File: src/rtl/adv7185_init_pkg.sv
// Shared constants for the ADV7185 register-init sequencer: FSM encoding, device address, init table.
// Latency: n/a (constants only).
// Backpressure: n/a.
package adv7185_init_pkg;

    // FSM encoding kept as plain constants so legacy tools and waveform viewers see stable values
    typedef logic [3:0] state_t;

    localparam state_t ST_STARTUP    = 4'd0;
    localparam state_t ST_WAIT_START = 4'd1;
    localparam state_t ST_CHECK      = 4'd2;
    localparam state_t ST_ADDR       = 4'd3;
    localparam state_t ST_SUB        = 4'd4;
    localparam state_t ST_VAL        = 4'd5;
    localparam state_t ST_STOP       = 4'd6;
    localparam state_t ST_GAP        = 4'd7;
    localparam state_t ST_DONE       = 4'd8;

    // 8-bit write address of the ADV7185, R/W bit = 0
    localparam logic [7:0] DEF_DEV_ADDR = 8'h8A;

    // Table depth is a power of two so the ROM index is a clean bit slice
    localparam int TABLE_AW  = 4;
    localparam int TABLE_LEN = 1 << TABLE_AW;

    // Each entry is {subaddress, value}
    localparam logic [15:0] INIT_TABLE [TABLE_LEN] = '{
        16'h00_04, 16'h01_88, 16'h02_04, 16'h03_0C,
        16'h04_D4, 16'h05_00, 16'h07_40, 16'h08_80,
        16'h09_80, 16'h0A_00, 16'h0B_00, 16'h0C_36,
        16'h0E_00, 16'h0F_00, 16'h10_00, 16'h11_00
    };

    // Counter width that covers the larger of the two delays, never narrower than 1 bit
    function automatic int cnt_width(input int a, input int b);
        int m;
        m = (a > b) ? a : b;
        return (m < 1) ? 1 : $clog2(m + 1);
    endfunction

endpackage

File: src/rtl/adv7185_init_rom.sv
// Combinational init-table lookup: reg_index -> {subaddr, value}; entries past the table read as zero.
// Latency: 0 cycles (pure combinational).
// Backpressure: none.
module adv7185_init_rom
    import adv7185_init_pkg::*;
(
    input  logic [7:0] idx,
    output logic [7:0] subaddr,
    output logic [7:0] value
);

    // Table lookup, out-of-range indices return 0
    always_comb begin
        subaddr = 8'h00;
        value   = 8'h00;
        if (idx[7:TABLE_AW] == '0) begin
            {subaddr, value} = INIT_TABLE[idx[TABLE_AW-1:0]];
        end
    end

endmodule

File: src/rtl/adv7185_init_seq.sv
// Walks the init table, issuing one 3-byte I2C write (dev addr, subaddr, value) per entry to the byte engine.
// Latency: one cycle per state hop; ack at edge N presents the next byte at edge N+1.
// Backpressure: each byte is held until the engine pulses i2c_ack; transactions wait for i2c_idle.
module adv7185_init_seq
    import adv7185_init_pkg::*;
#(
    parameter logic [7:0] DEV_ADDR       = DEF_DEV_ADDR,
    parameter int         NUM_REGS       = 16,
    parameter int         STARTUP_CYCLES = 4096,
    parameter int         GAP_CYCLES     = 64,
    parameter bit         AUTO_START     = 1'b1
)(
    input  logic       clock4x,
    input  logic       reset_n,
    input  logic       start,
    input  logic       i2c_ack,
    input  logic       i2c_idle,
    output logic       i2c_load,
    output logic [7:0] i2c_data,
    output logic [7:0] reg_index,
    output logic       busy,
    output logic       done
);

    localparam int             CW           = cnt_width(STARTUP_CYCLES, GAP_CYCLES);
    localparam logic [CW-1:0]  STARTUP_LOAD = CW'(STARTUP_CYCLES);
    localparam logic [CW-1:0]  GAP_LOAD     = CW'(GAP_CYCLES);
    localparam logic [CW-1:0]  CNT_ONE      = CW'(1);
    localparam logic [7:0]     LAST_IDX     = 8'(NUM_REGS - 1);

    state_t        state_q, state_d;
    logic [CW-1:0] cnt_q,   cnt_d;
    logic          load_q,  load_d;
    logic [7:0]    data_q,  data_d;
    logic [7:0]    idx_q,   idx_d;
    logic          busy_q,  busy_d;
    logic          done_q,  done_d;

    logic [7:0]    rom_sub;
    logic [7:0]    rom_val;

    adv7185_init_rom u_rom (
        .idx     (idx_q),
        .subaddr (rom_sub),
        .value   (rom_val)
    );

    // Next-state logic: FSM, shared STARTUP/GAP counter and registered engine outputs
    always_comb begin
        state_d = state_q;
        cnt_d   = cnt_q;
        load_d  = load_q;
        data_d  = data_q;
        idx_d   = idx_q;
        busy_d  = busy_q;
        done_d  = done_q;
        case (state_q)
            ST_STARTUP: begin
                if (cnt_q == '0) begin
                    if (AUTO_START) begin
                        state_d = ST_CHECK;
                        busy_d  = 1'b1;
                    end else begin
                        state_d = ST_WAIT_START;
                    end
                end else begin
                    cnt_d = cnt_q - CNT_ONE;
                end
            end
            ST_WAIT_START, ST_DONE: begin
                if (start) begin
                    state_d = ST_CHECK;
                    idx_d   = 8'h00;
                    done_d  = 1'b0;
                    busy_d  = 1'b1;
                end
            end
            ST_CHECK: begin
                if (i2c_idle) begin
                    state_d = ST_ADDR;
                    load_d  = 1'b1;
                    data_d  = DEV_ADDR;
                end
            end
            ST_ADDR: begin
                if (i2c_ack) begin
                    state_d = ST_SUB;
                    data_d  = rom_sub;
                end
            end
            ST_SUB: begin
                if (i2c_ack) begin
                    state_d = ST_VAL;
                    data_d  = rom_val;
                end
            end
            ST_VAL: begin
                // Dropping load on the value ack makes the engine close with a stop
                if (i2c_ack) begin
                    state_d = ST_STOP;
                    load_d  = 1'b0;
                end
            end
            ST_STOP: begin
                if (i2c_idle) begin
                    state_d = ST_GAP;
                    cnt_d   = GAP_LOAD;
                end
            end
            ST_GAP: begin
                // GAP lasts GAP_CYCLES cycles (at least one) counted from entry
                if (cnt_q <= CNT_ONE) begin
                    if (idx_q == LAST_IDX) begin
                        state_d = ST_DONE;
                        busy_d  = 1'b0;
                        done_d  = 1'b1;
                    end else begin
                        state_d = ST_CHECK;
                        idx_d   = idx_q + 8'd1;
                    end
                end else begin
                    cnt_d = cnt_q - CNT_ONE;
                end
            end
            default: begin
                state_d = ST_STARTUP;
                cnt_d   = STARTUP_LOAD;
                load_d  = 1'b0;
                data_d  = 8'h00;
                idx_d   = 8'h00;
                busy_d  = 1'b0;
                done_d  = 1'b0;
            end
        endcase
    end

    // State and output registers; reset drops every output at once and re-arms the startup wait
    always_ff @(posedge clock4x or negedge reset_n) begin
        if (!reset_n) begin
            state_q <= ST_STARTUP;
            cnt_q   <= STARTUP_LOAD;
            load_q  <= 1'b0;
            data_q  <= 8'h00;
            idx_q   <= 8'h00;
            busy_q  <= 1'b0;
            done_q  <= 1'b0;
        end else begin
            state_q <= state_d;
            cnt_q   <= cnt_d;
            load_q  <= load_d;
            data_q  <= data_d;
            idx_q   <= idx_d;
            busy_q  <= busy_d;
            done_q  <= done_d;
        end
    end

    assign i2c_load  = load_q;
    assign i2c_data  = data_q;
    assign reg_index = idx_q;
    assign busy      = busy_q;
    assign done      = done_q;

endmodule

File: config.mk
export PLATFORM = sky130hd
export DESIGN_NAME = adv7185_init_seq
export DESIGN_NICKNAME = d
export VERILOG_FILES = /design/src/rtl/adv7185_init_pkg.sv /design/src/rtl/adv7185_init_rom.sv /design/src/rtl/adv7185_init_seq.sv
export SDC_FILE = /design/constraint.sdc
export NUM_CORES = 1
export LEC_CHECK = 0
export CAP_MARGIN = 20
export CORE_ASPECT_RATIO = 1.2
export CORE_UTILIZATION = 60
export CTS_BUF_LIST = sky130_fd_sc_hd__clkbuf_4 sky130_fd_sc_hd__clkbuf_8 sky130_fd_sc_hd__clkbuf_16
export DETAILED_ROUTE_END_ITERATION = 16
export GPL_ROUTABILITY_DRIVEN = 1
export PLACE_DENSITY_LB_ADDON = 0.15
export SLEW_MARGIN = 20
export SYNTH_ARGS = -nofsm -noshare
export SYNTH_HDL_FRONTEND = slang
export SYNTH_SLANG_ARGS = --single-unit
File: constraint.sdc
create_clock -name clock4x -period 6.7 [get_ports clock4x]
set_input_delay 1.34 -clock clock4x [delete_from_list [all_inputs] [get_ports clock4x]]
set_output_delay 1.34 -clock clock4x [all_outputs]
set_load 0.05 [all_outputs]
==> results.cfg <==
[finish]
drive_gt1_share_pct = 7.869
diodes = 0
stdcell_area_mm2 = 0.002820
finalNonFillerCells = 359
syn2layout_area_growth_pct = 15.29
nNetsFinal = 320

[sta]
period_share_pct = 48.98
hold_violations = 0
setup_ws_ps = 3418
maxSlewViolCount = 0
holdWs_ps = 481.0
rsz0062_at_grt = false
slew_headroom_pct = 34.16
skew_ps = 5.432
fmax_ghz = 0.3047
setup_tns_ps = 0
layout_min_cycle_time_ps = 3282
worstMarginPinSlew_ps = 978.5
setup_viol = 0

[synthesis]
yosys.cell_types.count = 52
synth_seq_cells = 36
synth_edf_count = 0
yosysWarnings = 0
synth_flop_cell = dfrtp_1
avgSynthCellArea_um2 = 8.435
ys_seq_area_share_pct = 36.88
netlist_instances = 290
synthesis.nets = 306
async_flop_share_pct = 100.0
syn_area_mm2 = 0.002446

[cts]
h-tree-depth = 2
cts_buffer_depth = 2
tritoncts = done
cts.sinks = 36
cts_setup_buffers = 0
cts_buffers = 5
ctsHoldBuffers = 0
clk_latency_ps = 290
cts_resized = 0
clk_pin_slew_ps = 70
cts_root_buffer = clkbuf_8

[route]
drc_errors = 0
vias = 2143
drt_iter0_markers = 74
drtPass1Iterations = 4
ant_nets = 0
wirelength_mm = 5.326
viasPerCell = 5.969
routedWlPerCell_um = 14.84

[placed_design]
dp_hpwl_mm = 3.787
dp.cells = 351
portBuffers = 23
gp_congestion = 0.8642
place_ws_ps = 3128
place_area_mm2 = 0.002661

[die]
pin_count = 24
fp.dieH_um = 71.95
rows = 25
die_w_um = 60.29
core_area_mm2 = 0.003910
start_util_pct = 62.56
die-area_mm2 = 0.004337

[pwr]
irDropWorstVdd_mv = 0.2760
power_density_mw_per_mm2 = 390.0
power_leakage_nw = 1.190

[worst_setup_path]
path_cells = clkdlybuf4s50_1 > o211a_1 > nor3_1 > a21o_1 > or3_1 > or4_1 > a21oi_1
path_buf_inv = 1
critical_path.slowest_cell = or3_1
worstSetupPathType = in -> reg
crit_path_max_fanout = 18
critPathTopFamily = simple AND/OR/NAND/NOR gates
cp-end-kind = flip-flop
worstPathArrival_ps = 3500
worst_setup_path_start_kind = primary input
crit_path_max_incr_delay_ps = 600
required_ps = 6920

[global_routing]
grtUsageMet3_pct = 5.348
overflow = 0
grt_use_met1_pct = 35.00
grt.busiest_layer = met2
grt_pass1_wl_mm = 9.073
grt_pass1_vias = 1995
grt_usage_pct = 27.74
grt_max_degree = 37
grt_util_met2_pct = 45.91
antenna_found_initial = 0

[hold_path]
hp-class = reg -> reg

[status]
run_status = finished, final reports clean

[flow_run]
maxCapViolations = 0
[state kept, by name, indices dropped and copies added (netlist names)]
name / count
cnt_q: 13
i2c_data: 8
busy: 1
i2c_load: 1
done: 1
state_q: 4
reg_index: 8
[kinds of logic (layout without fill, tap and decap cells)]
group                      Yosys count  in the layout  share of synthesized area, %
and+or+nand+nor                    135            135                         28.34
adders and majority gates           11             11                         5.627
AOI/OAI and AO/OA                   68             68                         18.36
xor gates and xnor gates             9              9                         3.222
buffers and inverters               25             40                         4.910
muxes                                6              6                         2.660
DFF                                 36             36                         36.88
[synthesized netlist by cell type (2+ instances only)]
cell type  number  area [um2]
nand4_1         3       18.77
and3_1          5       31.28
dfrtp_1        35       875.8
a21o_1          2       15.01
nand3_1         6       30.03
o211ai_1        2       15.01
buf_6           2       22.52
nand2_1        26       97.59
nor2_1         42       157.7
or2_2           2       12.51
a21oi_1        17       85.08
and2_1          4       25.02
o21ai_0        10       50.05
ha_1           11       137.6
a31oi_1         7       43.79
o21ai_1         4       20.02
mux2i_1         2       20.02
a22o_1          3       26.28
nor3_2          3       30.03
inv_1           8       30.03
nor3_1         12       60.06
o31ai_1         4       30.03
or3_1          11       68.82
clkbuf_1       14       52.55
xor2_1          5       43.79
or4_1           4       30.03
nand2b_1        7       43.79
nor4_1          3       18.77
xnor2_1         4       35.03
mux2_2          4       45.04
a211o_1         2       17.52
a211oi_1        5       37.54
nor3b_1         2       15.01
[worst reg2reg max path, delay by kind of cell, from the launching register on]
family | cells | cell delay (ps)
flops | 1 | 840
compound gates | 1 | 60
simple gates | 5 | 1740
[through the flow]
| step | total power [mW] | util, % |
|---|---|---|
| floorplan | 0.7344 | - |
| global placement | 0.8212 | 68.06 |
| detailed placement | 0.8324 | 68.06 |
| CTS | 1.101 | 72.13 |
| global route | 1.170 | 72.13 |
| finish | 1.100 | 72.13 |
[report_power, final]
part | switching [mW] | total (mW) | internal, mW
combinational | 0.318 | 0.498 | 0.181
sequential | 0.0637 | 0.335 | 0.271
clock | 0.0805 | 0.267 | 0.186
[worst paths after layout]
kind                                  start  slack [ps]  depth (start not counted)          end
worst max-delay path               i2c_idle        3420                          7     cnt_q[8]
worst min-delay path            i2c_data[0]         480                          2  i2c_data[0]
worst max register to register   state_q[2]        3930                          6    cnt_q[11]
worst min register to register  i2c_data[0]         480                          2  i2c_data[0]
max in group asynchronous           reset_n        4890                          2    cnt_q[12]
min in group asynchronous           reset_n        1460                          2   state_q[0]
[cells in the final DEF (no fill, tap or decap), drive strengths merged, types with 8 or more instances in the layout]
cell type	Yosys	final
nand2	26	26
or3	12	12
ha	11	11
a21oi	18	18
dfrtp	35	35
nor2	43	43
clkdlybuf4s50	0	23
inv	8	8
nor3	15	15
o21ai	14	14
[layout make-up]
type	count	area, um2
Timing Repair Buffer	24	237.7
Fill cell	305	1090
Multi-Input combinational cell	229	1424
Tap cell	54	67.56
Sequential cell	36	902.1
Inverter	8	30.03
Clock buffer	5	68.82
Clock inverter	3	90.09
[metal layers]
metal | share of wire [%] | wire length [um]
met5 | 0 | 0
met4 | 2.7 | 144
met3 | 3.6 | 192
met2 | 52 | 2743
met1 | 42 | 2245
Note: power is estimated with default switching activity, not from simulation.
